==> src/rtl/spi_rom_pkg.sv <==
// rtl/spi_rom_pkg.sv - shared types and constants for the SPI flash burst reader
package spi_rom_pkg;

    typedef enum logic [2:0] {
        ST_IDLE,
        ST_CMD,
        ST_ADDR,
        ST_DATA,
        ST_DONE
    } state_t;

    localparam logic [7:0] SPI_CMD_READ = 8'h03;

    // Number of SPI bit slots in one burst: command, address, payload
    function automatic int unsigned total_bits(input int unsigned addr_w, input int unsigned bytes);
        return 8 + addr_w + 8 * bytes;
    endfunction

endpackage

==> src/rtl/spi_rom_reader.sv <==
// rtl/spi_rom_reader.sv - SPI NOR READ (0x03) burst reader, mode 0, SCLK = clk/2
module spi_rom_reader
    import spi_rom_pkg::*;
#(
    parameter int unsigned BYTES    = 10,
    parameter logic [7:0]  CMD_READ = SPI_CMD_READ,
    parameter int unsigned ADDR_W   = 24
) (
    input  logic                 clk,
    input  logic                 rst_n,
    input  logic                 start,
    input  logic [ADDR_W-1:0]    addr,
    output logic                 busy,
    output logic                 done,
    output logic [BYTES*8-1:0]   data_out,
    output logic                 spi_cs_n,
    output logic                 spi_sclk,
    output logic                 spi_mosi,
    input  logic                 spi_miso
);

    localparam int unsigned DATA_W = BYTES * 8;
    localparam int unsigned TX_W   = 8 + ADDR_W;
    localparam int unsigned N_BITS = total_bits(ADDR_W, BYTES);
    localparam int unsigned CNT_W  = $clog2(N_BITS + 1);

    localparam logic [CNT_W-1:0] CMD_LAST  = CNT_W'(7);
    localparam logic [CNT_W-1:0] ADDR_LAST = CNT_W'(ADDR_W - 1);
    localparam logic [CNT_W-1:0] DATA_LAST = CNT_W'(DATA_W - 1);

    state_t              state_q, state_d;
    logic [TX_W-1:0]     tx_q, tx_d;
    logic [DATA_W-1:0]   rx_q, rx_d;
    logic [CNT_W-1:0]    cnt_q, cnt_d;
    logic                cs_n_q, cs_n_d;
    logic                sclk_q, sclk_d;
    logic                mosi_q, mosi_d;
    logic                busy_q, busy_d;
    logic                done_q, done_d;
    logic [DATA_W-1:0]   data_q, data_d;

    // Next-state and registered-output logic; all pins come straight from flops
    always_comb begin
        state_d = state_q;
        tx_d    = tx_q;
        rx_d    = rx_q;
        cnt_d   = cnt_q;
        cs_n_d  = cs_n_q;
        sclk_d  = sclk_q;
        mosi_d  = mosi_q;
        busy_d  = busy_q;
        done_d  = 1'b0;
        data_d  = data_q;

        case (state_q)
            // DONE's only edge doubles as an IDLE sampling point, so a held
            // start relaunches with just two CS-high cycles between bursts
            ST_IDLE, ST_DONE: begin
                state_d = ST_IDLE;
                cs_n_d  = 1'b1;
                sclk_d  = 1'b0;
                mosi_d  = 1'b0;
                busy_d  = 1'b0;
                if (start) begin
                    state_d = ST_CMD;
                    tx_d    = {CMD_READ, addr};
                    cnt_d   = '0;
                end
            end

            ST_CMD, ST_ADDR, ST_DATA: begin
                cs_n_d = 1'b0;
                busy_d = 1'b1;
                if (cs_n_q) begin
                    // First edge after acceptance: drop CS, present bit 0 in a low phase
                    sclk_d = 1'b0;
                    mosi_d = tx_q[TX_W-1];
                end else if (!sclk_q) begin
                    sclk_d = 1'b1;
                end else begin
                    // End of high phase: sample, shift, advance bit count
                    sclk_d = 1'b0;
                    tx_d   = tx_q << 1;
                    cnt_d  = cnt_q + CNT_W'(1);
                    if (state_q == ST_DATA) begin
                        rx_d = {rx_q[DATA_W-2:0], spi_miso};
                    end
                    case (state_q)
                        ST_CMD: begin
                            if (cnt_q == CMD_LAST) begin
                                state_d = ST_ADDR;
                                cnt_d   = '0;
                            end
                        end
                        ST_ADDR: begin
                            if (cnt_q == ADDR_LAST) begin
                                state_d = ST_DATA;
                                cnt_d   = '0;
                            end
                        end
                        default: begin
                            if (cnt_q == DATA_LAST) begin
                                state_d = ST_DONE;
                                cnt_d   = '0;
                                cs_n_d  = 1'b1;
                                done_d  = 1'b1;
                                data_d  = rx_d;
                            end
                        end
                    endcase
                    mosi_d = (state_d == ST_CMD || state_d == ST_ADDR) ? tx_q[TX_W-2] : 1'b0;
                end
            end

            default: begin
                state_d = ST_IDLE;
            end
        endcase
    end

    // State and output registers; reset aborts a burst with CS released at once
    always_ff @(posedge clk or negedge rst_n) begin
        if (!rst_n) begin
            state_q <= ST_IDLE;
            tx_q    <= '0;
            rx_q    <= '0;
            cnt_q   <= '0;
            cs_n_q  <= 1'b1;
            sclk_q  <= 1'b0;
            mosi_q  <= 1'b0;
            busy_q  <= 1'b0;
            done_q  <= 1'b0;
            data_q  <= '0;
        end else begin
            state_q <= state_d;
            tx_q    <= tx_d;
            rx_q    <= rx_d;
            cnt_q   <= cnt_d;
            cs_n_q  <= cs_n_d;
            sclk_q  <= sclk_d;
            mosi_q  <= mosi_d;
            busy_q  <= busy_d;
            done_q  <= done_d;
            data_q  <= data_d;
        end
    end

    assign busy     = busy_q;
    assign done     = done_q;
    assign data_out = data_q;
    assign spi_cs_n = cs_n_q;
    assign spi_sclk = sclk_q;
    assign spi_mosi = mosi_q;

endmodule

==> config.mk <==
export PLATFORM = sky130hd
export DESIGN_NAME = spi_rom_reader
export DESIGN_NICKNAME = d
export VERILOG_FILES = /design/src/rtl/spi_rom_pkg.sv /design/src/rtl/spi_rom_reader.sv
export SDC_FILE = /design/constraint.sdc
export NUM_CORES = 1
export LEC_CHECK = 0
export BUFFER_PORTS_ARGS = -buffer_cell sky130_fd_sc_hd__buf_2
export CORE_UTILIZATION = 51
export DETAILED_ROUTE_END_ITERATION = 8
export PLACE_DENSITY_LB_ADDON = 0.2
export SLEW_MARGIN = 5
export SYNTH_ARGS = -nofsm -noshare
export SYNTH_HDL_FRONTEND = slang
export SYNTH_SLANG_ARGS = --single-unit
==> constraint.sdc <==
create_clock -name clk -period 2.02 [get_ports clk]
set_input_delay 0.101 -clock clk [delete_from_list [all_inputs] [get_ports clk]]
set_output_delay 0.101 -clock clk [all_outputs]
set_load 0.03 [all_outputs]
==> metrics.yaml, run 1 <==
clock.fmax_mhz: 509.7
initial_core_util: 0.5284
worst_setup_path_start_kind: "flop"
cts_root_buffer: "clkbuf_16"
report.final.setup_viol: 0
clkTransAtPathRegs_ns: 0.06
synth_edf_count: 0
synth_seq_cells: 206
wl_per_cell_um: 15.62
worstPathRequired_ns: 2.38
route.vias.total: 4927
tightestPinTransition_ns: 0.5794
place_congestion: 0.7655
final_util: 0.6586
fp.dieH_um: 128.4
drive_gt1_frac: 0.4591
arrival_ns: 2.32
postSynthNetCount: 598
postPlaceCellArea_um2: 9146
grt_pass1_wl_um: 25700
yosysTopAreaCellShare: 0.6293
power_density_nw_per_um2: 769.7
postSynth.asyncResetShare: 1.000
cts.sinks: 206
yosys_warnings: 0
rsz0062_at_grt: "true"
place_ws_ns: -0.03942
drc: 0
worstSetupPathType: "reg2reg"
viasPerCell: 5.154
die_w_um: 128.4
slew_headroom: 0.6137
tns_ns: 0
p_total_mw: 7.821
syn_area_um2: 8152
min_path_cells: 4
track_usage: 0.1931
yosys-top-cells-area: "dfrtp_1 63%, mux2_2 21%, mux2i_1 2.8%"
drt_pass1_iterations: 4
overflow: 0
clk_path_buf_depth: 3
grt_pass1_vias: 5169
drtIter0Drc: 202
final_max_slew_viol_count: 0
placementRows: 45
io_buffers: 112
antenna_found_initial: 0
fin_worst_skew_ns: 0.009403
worst_slack_ns: 0.05821
clock_latency_ns: 0.48
path_max_fanout: 6
avgSynthCellArea_um2: 14.33
hold_viol_final: 0
hold_class: "in2reg"
cts_buffers: 21
yosysMostFrequentCell: "dfrtp_1"
io_pins: 113
area_growth_pct: 24.65
die_area_um2: 16490
yosys.cell_types.count: 43
end_kind: "flop"
worst_r2r_path_depth: 5
period_share: 0.9712
synth_commonest_cells: "205 x dfrtp_1, 152 x mux2_2, 49 x nand2_1"
status: "complete, no violations"
fin_crit_ns: 1.962
htree_levels: 1
wirelength_um: 14930
fin_nets: 761
yosys.area.top_type: "dfrtp_1"
synth_cells: 569
fin_area_um2: 10160
ant_nets: 0
ir_worst_vdd_v: 0.0005751
ys.flop_type: "dfrtp_1"
power_leakage_nw: 5.296
core-area_um2: 15430
dp_hpwl_um: 9664
cap_violations: 0
grt_max_degree: 81
synth-seq-area-share: 0.6325
cts_tree: "yes"
antennaDiodeCount: 0
## logic make-up after synthesis
logic type | count (synthesis) | synth area share
AND/OR/NAND/NOR | 91 | 0.05219
buffers and inverters | 35 | 0.02195
multiplexers | 183 | 0.2493
flip-flops | 206 | 0.6325
adder cells (fa/ha/maj) | 1 | 0.001535
AO/OA/AOI/OAI | 53 | 0.04252
## final cells by class
cell class	instances	area (um^2)
Fill cell	1173	5266
Inverter	4	15.01
Multi-Input combinational cell	328	2856
Tap cell	211	264.0
Sequential cell	206	5157
Clock inverter	6	33.78
Timing Repair Buffer	171	1235
Clock buffer	30	599.3
## cell usage in the layout, fill, tap and decap left out, types with 4 or more instances in the layout
cell | synthesis | routed
dfrtp_1 | 205 | 204
clkbuf_16 | 0 | 23
nand2_1 | 49 | 49
mux2i_1 | 23 | 23
clkinv_2 | 0 | 5
buf_4 | 8 | 19
a21oi_1 | 6 | 6
dlygate4sd3_1 | 0 | 27
clkbuf_1 | 9 | 5
mux2_1 | 8 | 8
o21ai_0 | 31 | 30
buf_2 | 8 | 111
buf_12 | 0 | 9
inv_1 | 4 | 4
mux2_2 | 152 | 152
clkbuf_8 | 0 | 5
nand3_1 | 11 | 11
nor3_1 | 6 | 6
nor2_1 | 8 | 7
## layer usage
layer / global-route usage / vias up / part of all wire
met5: 0 / - / 0
met4: 0.05052 / 0 / 0.015
met3: 0.04491 / 20 / 0.056
met2: 0.3170 / 101 / 0.49
met1: 0.2604 / 2471 / 0.44
li1: - / 2335 / -
## where the power goes
part	switching, mW	internal, mW	total, mW
registers	0.000732	4.13	4.13
clock network	1.47	2.06	3.53
logic	0.0953	0.0648	0.160
total	1.57	6.25	7.82
## worst max-delay path, cell delays in order, from the launching register on
cell and delay [ns]:
dfrtp_1 0.42, or4_4 0.56, a2111oi_4 0.38, a211o_4 0.18, nor2_2 0.05, a211o_1 0.26
## worst paths after layout
| kind | start | slack [ns] | to |
|---|---|---|---|
| max | state_q[2] | 0.06 | cnt_q[5] |
| min | start | 0.07 | state_q[0] |
| max reg2reg | state_q[2] | 0.06 | cnt_q[5] |
| min reg2reg | tx_q[26] | 0.47 | tx_q[27] |
| max in group asynchronous | rst_n | 1.08 | spi_cs_n |
| min in group asynchronous | rst_n | 0.18 | tx_q[20] |
## flip-flops by register name, summed over array words and instances (netlist names), 3 cells and up
signal,count
cnt_q,7
data_out,80
rx_q,79
state_q,3
tx_q,32
## metrics by stage
step / cells / hold WS [ns]
5_1_grt: 956 / 0.1450
2_1_floorplan: 569 / -0.1946
3_5_place_dp: 889 / 0.1415
6_report: 956 / 0.06983
3_3_place_gp: 889 / 0.1322
4_1_cts: 952 / 0.06292
## repair_timing
item / 4_1_cts / 5_1_grt
pin swaps: 0 / 3
endpoints found under the setup margin: 39 / 82
hold buffers: 27 / 0
buffers inserted: 0 / 2
endpoints found under the hold margin: 92 / 0
cloned: 0 / 2
resized for setup: 1 / 11
(Power assumes the default switching activity.)
==> inputs of run 2 (changes only) <==
--- a/config.mk
+++ b/config.mk
@@ -6,10 +6,11 @@
 export NUM_CORES = 1
 export LEC_CHECK = 0
 export BUFFER_PORTS_ARGS = -buffer_cell sky130_fd_sc_hd__buf_2
+export CORE_ASPECT_RATIO = 1.5
 export CORE_UTILIZATION = 51
 export DETAILED_ROUTE_END_ITERATION = 8
 export PLACE_DENSITY_LB_ADDON = 0.2
-export SLEW_MARGIN = 5
 export SYNTH_ARGS = -nofsm -noshare
 export SYNTH_HDL_FRONTEND = slang
 export SYNTH_SLANG_ARGS = --single-unit
+export TNS_END_PERCENT = 100
==> metrics.yaml, run 2 (synthesis results as in run 1) <==
rrSetupSlack_ns: 0.13  # was 0.06 ns
power_leakage_nw: 5.316  # was 5.296 nW
worst_setup_path_start_kind: "flop"  # unchanged
max_stage_delay_ns: 0.42  # was 0.56 ns
tightestPinTransition_ns: 0.6268  # was 0.5794 ns
route.vias.total: 4905  # was 4927
crit_path_top_delay_cell: "dfrtp_1"  # was or4_4
area_growth_pct: 24.93  # was 24.65%
ir_worst_vdd_v: 0.0007984  # was 0.0005751 V
cp_top_family: "simple AND/OR/NAND/NOR gates"  # was compound AO/OA/AOI/OAI gates
fin_nets: 756  # was 761
crit_chain: "nor2_2, nand4_4, nor4_2, buf_4, buf_12, mux2_2"  # was or4_4, a2111oi_4, a211o_4, nor2_2, a211o_1
core-area_um2: 15630  # was 15430 um^2
slew_headroom: 0.5822  # was 0.6137
ant_nets: 0  # unchanged
track_usage: 0.1892  # was 0.1931
layout_commonest_cell: "dfrtp_1"  # unchanged
clk_path_buf_depth: 3  # unchanged
clock.fmax_mhz: 528.3  # was 509.7 MHz
viasPerCell: 5.196  # was 5.154
clock_latency_ns: 0.48  # about the same
crit_buf_inv: 2  # was 0
cts_buffers: 20  # was 21
cts.sinks: 206  # unchanged
grt_max_degree: 81  # unchanged
switching_share: 0.1960  # was 0.2006
drive_gt1_frac: 0.4575  # was 0.4591
holdWs_ns: 0.1884  # was 0.06983 ns
rsz0062_at_grt: "false"  # was true
p_int_mw: 6.690  # was 6.252 mW
io_buffers: 112  # unchanged
grt_pass1_vias: 5201  # was 5169
place_congestion: 0.8250  # was 0.7655
end_kind: "flop"  # unchanged
period_share: 0.9370  # was 0.9712
wirelength_um: 15010  # was 14930 um
grt_pass1_wl_um: 25320  # was 25700 um
power_density_nw_per_um2: 817.1  # was 769.7 nW/um^2
die_area_um2: 16500  # was 16490 um^2
path_max_fanout: 25  # was 6
cts_tree: "yes"  # unchanged
status: "complete, no violations"  # unchanged
drt_pass1_iterations: 4  # unchanged
wl_per_cell_um: 15.90  # was 15.62 um
fin_worst_skew_ns: 0.01244  # was 0.009403 ns
report.final.setup_viol: 0  # unchanged
worstSetupPathType: "reg2reg"  # unchanged
final_util: 0.6517  # was 0.6586
final_max_slew_viol_count: 0  # unchanged
htree_levels: 1  # unchanged
largest_reg_flops: 80  # unchanged
nFillCells: 1162  # was 1173
mostFrequentLayoutCells: "205 x dfrtp_1, 152 x mux2_2, 111 x buf_2"  # was 204 x dfrtp_1, 152 x mux2_2, 111 x buf_2
fp.dieH_um: 156.8  # was 128.4 um
hold_viol_final: 0  # unchanged
cts_root_buffer: "clkbuf_16"  # unchanged
pwr-share-comb: 0.020  # about the same
dp_hpwl_um: 9739  # was 9664 um
cap_violations: 0  # unchanged
io_pins: 113  # unchanged
tns_ns: 0  # unchanged
postCtsSetupBuffers: 0  # unchanged
antennaDiodeCount: 0  # unchanged
die_w_um: 105.2  # was 128.4 um
fin_crit_ns: 1.893  # was 1.962 ns
arrival_ns: 2.25  # was 2.32 ns
drc: 0  # unchanged
seq_power_share: 0.496  # was 0.528
placementRows: 56  # was 45
worstPathRequired_ns: 2.38  # about the same
antenna_found_initial: 0  # unchanged
initial_core_util: 0.5217  # was 0.5284
p_clk_frac: 0.484  # was 0.452
drtIter0Drc: 172  # was 202
switchingPower_mw: 1.631  # was 1.569 mW
overflow: 0  # unchanged
clkTransAtPathRegs_ns: 0.06  # about the same
hold_class: "in2async"  # was in2reg
[run 2: worst register-to-register path, cell delays in order (launching register included)]
cell and delay, ns:
dfrtp_1 0.42, nor2_2 0.21, nand4_4 0.14, nor4_2 0.23, buf_4 0.22, buf_12 0.20, mux2_2 0.35
[run 2: metrics by stage]
| stage | setup slack (ns) | total power [mW] | area, um^2 | cells |
|---|---|---|---|---|
| floorplan | 0.007581 | 4.207 | 8153 | 569 |
| global placement | 0.1103 | 4.331 | 9161 | 880 |
| detailed placement | 0.07177 | 4.335 | 9161 | 880 |
| CTS | 0.05517 | 8.425 | 10170 | 944 |
| global route | 0.007053 | 8.618 | 10180 | 944 |
| finish | 0.1272 | 8.321 | 10180 | 944 |
[run 2: path summary, 6_finish.rpt]
check                                start      endpoint  cells past startpoint
worst max-delay path            state_q[2]  data_out[57]                      6
worst min-delay path                 rst_n       tx_q[2]                      2
worst max register to register  state_q[2]  data_out[57]                      6
worst min register to register    tx_q[25]      tx_q[26]                      2
max in group asynchronous            rst_n  data_out[41]                      3
min in group clk                  spi_miso       rx_q[0]                      3
[run 2: what timing repair did]
action | 4_1_cts | 5_1_grt
gates resized for setup | 0 | 3
hold buffers | 28 | 0
setup endpoints to repair | 0 | 54
endpoints found under the hold margin | 95 | 0
[run 2: per-layer routing]
metal / global-route usage / routed length, um / vias up
met5: 0 / 0 / -
met4: 0.05164 / 197 / 0
met3: 0.03748 / 753 / 16
met2: 0.3399 / 7958 / 97
met1: 0.2311 / 6104 / 2470
li1: - / - / 2322
[run 2: power groups by stage]
stage	Clock, mW	Sequential [mW]	Combinational [mW]
6_report	4.03	4.13	0.165
3_5_place_dp	0	4.20	0.131
5_1_grt	4.31	4.12	0.190
3_3_place_gp	0	4.20	0.127
4_1_cts	4.13	4.13	0.171
2_1_floorplan	0	4.20	0.00209
[run 2: cell type report]
cell class / instances / area [um^2] / share of cell area
Clock inverter: 8 / 115.1 / 0.01130
Inverter: 4 / 15.01 / 0.001474
Clock buffer: 28 / 611.8 / 0.06008
Timing Repair Buffer: 167 / 1177 / 0.1156
Tap cell: 203 / 254.0 / 0.02494
Multi-Input combinational cell: 328 / 2854 / 0.2803
Sequential cell: 206 / 5156 / 0.5063
==> inputs of run 3 (changes only) <==
--- a/config.mk
+++ b/config.mk
@@ -5,11 +5,13 @@
 export SDC_FILE = /design/constraint.sdc
 export NUM_CORES = 1
 export LEC_CHECK = 0
+export ABC_AREA = 1
 export BUFFER_PORTS_ARGS = -buffer_cell sky130_fd_sc_hd__buf_2
 export CORE_ASPECT_RATIO = 1.5
-export CORE_UTILIZATION = 51
+export CORE_UTILIZATION = 52
 export DETAILED_ROUTE_END_ITERATION = 8
 export PLACE_DENSITY_LB_ADDON = 0.2
+export SLEW_MARGIN = 40
 export SYNTH_ARGS = -nofsm -noshare
 export SYNTH_HDL_FRONTEND = slang
 export SYNTH_SLANG_ARGS = --single-unit
==> constraint.sdc (replaced) <==
create_clock -name clk -period 1.5 [get_ports clk]
set_input_delay 0.075 -clock clk [delete_from_list [all_inputs] [get_ports clk]]
set_output_delay 0.075 -clock clk [all_outputs]
set_load 0.03 [all_outputs]
==> metrics.yaml, run 3 <==
worst_setup_path_start_kind: "flop"  # unchanged
hold_class: "in2async"  # unchanged
ys.flop_type: "dfrtp_1"  # unchanged
grt_pass1_wl_um: 31270  # was 25320 um
core-area_um2: 16260  # was 15630 um^2
layout_commonest_cell: "dfrtp_1"  # unchanged
worst_slack_ns: -0.1526  # was 0.1272 ns
io_buffers: 112  # unchanged
worstSetupPathType: "reg2reg"  # unchanged
drive_gt1_frac: 0.3731  # was 0.4575
clkTransAtPathRegs_ns: 0.07  # was 0.06 ns
synth_edf_count: 0  # unchanged
top_layer_used: "met4"  # unchanged
synth_cells: 876  # was 569
clock.fmax_mhz: 605.1  # was 528.3 MHz
tightestPinTransition_ns: 0.4030  # was 0.6268 ns
clk_path_buf_depth: 3  # unchanged
antenna_found_initial: 0  # unchanged
rsz0062_at_grt: "true"  # was false
cts_tree: "yes"  # unchanged
slew_headroom: 0.7314  # was 0.5822
initial_core_util: 0.5349  # was 0.5217
grt_max_degree: 91  # was 81
postSynth.asyncResetShare: 1.000  # unchanged
drc: 0  # unchanged
end_kind: "flop"  # unchanged
cts.sinks: 207  # was 206
syn_area_um2: 8698  # was 8152 um^2
wl_per_cell_um: 17.71  # was 15.90 um
holdWs_ns: 0.08289  # was 0.1884 ns
yosys.cell_types.count: 30  # was 43
grt_pass1_vias: 6458  # was 5201
path_max_fanout: 6  # was 25
arrival_ns: 2.00  # was 2.25 ns
switchingPower_mw: 2.261  # was 1.631 mW
yosys-top-cells-area: "dfrtp_1 59%, nand2_1 8.8%, mux2i_1 8.5%"  # was dfrtp_1 63%, mux2_2 21%, mux2i_1 2.8%
period_share: 1.102  # was 0.9370
yosysMostFrequentCell: "dfrtp_1"  # unchanged
ant_nets: 0  # unchanged
yosys_warnings: 0  # unchanged
cts_buffers: 20  # unchanged
yosys.area.top_type: "dfrtp_1"  # unchanged
fin_crit_ns: 1.653  # was 1.893 ns
synth-seq-area-share: 0.5957  # was 0.6325
wirelength_um: 22770  # was 15010 um
yosys.area_share.adder: 0.001438  # was 0.001535
seq_power_share: 0.510  # was 0.496
postSynthNetCount: 905  # was 598
fp.dieH_um: 160.4  # was 156.8 um
fin_worst_skew_ns: 0.02014  # was 0.01244 ns
drtIter0Drc: 393  # was 172
track_usage: 0.2242  # was 0.1892
io_pins: 113  # unchanged
synth_top_family_by_area: "compound AO/OA/AOI/OAI gates"  # was multiplexers
pwr-share-comb: 0.021  # was 0.020
p_total_mw: 10.93  # was 8.321 mW
yosys.area_share.simple: 0.1105  # was 0.05219
avgSynthCellArea_um2: 9.930  # was 14.33 um^2
synth_seq_cells: 207  # was 206
cp_common_cell: "buf_12"
place_congestion: 0.8130  # was 0.8250
mostFrequentLayoutCells: "204 x dfrtp_1, 174 x nand2_1, 159 x o21ai_1"  # was 205 x dfrtp_1, 152 x mux2_2, 111 x buf_2
final_max_slew_viol_count: 0  # unchanged
synth_commonest_cells: "206 x dfrtp_1, 205 x nand2_1, 117 x o21ai_1"  # was 205 x dfrtp_1, 152 x mux2_2, 49 x nand2_1
crit_chain: "inv_2, nand2_4, nor2_4, buf_12, buf_12, buf_16, mux2i_4, o21ai_2"  # was nor2_2, nand4_4, nor4_2, buf_4, buf_12, mux2_2
yosysTopAreaCellShare: 0.5926  # was 0.6293
clock_latency_ns: 0.49  # was 0.48 ns
placementRows: 57  # was 56
cts_root_buffer: "clkbuf_16"  # unchanged
muxShareOfSynthArea: 0.08516  # was 0.2493
drt_pass1_iterations: 4  # unchanged
hold_viol_final: 0  # unchanged
die_area_um2: 17260  # was 16500 um^2
status: "finished with violations"  # was complete, no violations
synth-xor-area-share: 0.004028  # was 0
ir_worst_vdd_v: 0.0009083  # was 0.0007984 V
switching_share: 0.2068  # was 0.1960
violations: "setup timing"
htree_levels: 1  # unchanged
m1WireLength_um: 8781  # was 6104 um
synth_compound_area_frac: 0.1502  # was 0.04252
p_int_mw: 8.674  # was 6.690 mW
max_stage_delay_ns: 0.40  # was 0.42 ns
cap_violations: 0  # unchanged
report.final.setup_viol: 187  # was 0
power_density_nw_per_um2: 852.0  # was 817.1 nW/um^2
fin_nets: 1098  # was 756
power_leakage_nw: 5.664  # was 5.316 nW
viasPerCell: 5.491  # was 5.196
die_w_um: 107.6  # was 105.2 um
dp_hpwl_um: 11370  # was 9739 um
route.vias.total: 7061  # was 4905
worstPathRequired_ns: 1.85  # was 2.38 ns
p_clk_frac: 0.468  # was 0.484
wl_met3_um: 782  # was 753 um
area_growth_pct: 47.54  # was 24.93%
crit_path_top_delay_cell: "dfrtp_1"  # unchanged
overflow: 0  # unchanged
antennaDiodeCount: 0  # unchanged
met2WireLength_um: 12510  # was 7958 um
run 3: cell count changes after synthesis, moves of 25 or more:
| cell | delta |
|---|---|
| o21ai_1 | +117 |
| nand2_1 | +156 |
| inv_1 | +45 |
| o21ai_0 | +47 |
| mux2_2 | -152 |
| mux2i_1 | +51 |
| o211ai_1 | +25 |
run 3: metal layers:
metal  vias up  track usage
met5         -            0
met4         0      0.07721
met3        58      0.03003
met2       170       0.3887
met1      3472       0.2867
li1       3361            -
run 3: power groups by stage:
stage | clock network [mW] | registers [mW] | logic, mW
after floorplan | 0 | 5.69 | 0.0000168
after global placement | 0 | 5.69 | 0.179
after detailed placement | 0 | 5.69 | 0.180
after CTS | 5.22 | 5.58 | 0.236
after global routing | 5.42 | 5.58 | 0.263
final | 5.12 | 5.58 | 0.232
run 3: layout make-up:
class,instances,area (um^2)
multi-input combinational,562,4350
inverter,53,214.0
timing repair buffer,225,2161
sequential,207,5184
clock inverter,9,110.1
fill,948,3427
tap,206,257.7
clock buffer,24,556.8
run 3: kinds of logic after synthesis:
family                   after synthesis
AO/OA/AOI/OAI                        241
XOR/XNOR                               4
adder cells (fa/ha/maj)                1
buffers and inverters                108
flip-flops                           207
multiplexers                          74
AND/OR/NAND/NOR                      241
run 3: path summary, 6_finish.rpt:
check | start | endpoint | slack [ns] | cells after the start
min | rst_n | data_out[65] | 0.08 | 2
max in group asynchronous | rst_n | spi_cs_n | 0.82 | 3
max | state_q[2] | rx_q[70] | -0.15 | 8
max reg2reg | state_q[2] | rx_q[70] | -0.15 | 8
min in group clk | addr[7] | tx_q[7] | 0.40 | 4
min reg2reg | data_out[37] | data_out[37] | 0.48 | 2
run 3: through the flow:
step           worst slack, ns  utilization  TNS (ns)  cell area [um^2]  cells
2_1_floorplan          -0.1005            -    -6.320              8765    876
3_3_place_gp           -0.1401       0.6068    -11.40              9867   1187
3_5_place_dp           -0.1388       0.6068    -12.58              9867   1187
4_1_cts                -0.1155       0.7069    -7.635             11490   1264
5_1_grt                -0.2251       0.7892    -28.57             12830   1286
6_report               -0.1526       0.7892    -15.39             12830   1286
run 3: critical path, delay by kind of cell (launching register included):
kind	cells	cell delay [ns]
AOI/OAI and AO/OA	1	0.10
buffers and inverters	4	0.55
DFF	1	0.40
muxes	1	0.26
and+or+nand+nor	2	0.19
run 3: timing repair:
item | CTS | global route
buffers inserted | 11 | 13
gates resized for setup | 128 | 236
hold buffers | 27 | 0
endpoints found under the hold margin | 233 | 0
pin swaps | 4 | 28
cloned | 6 | 11
endpoints found under the setup margin | 169 | 201
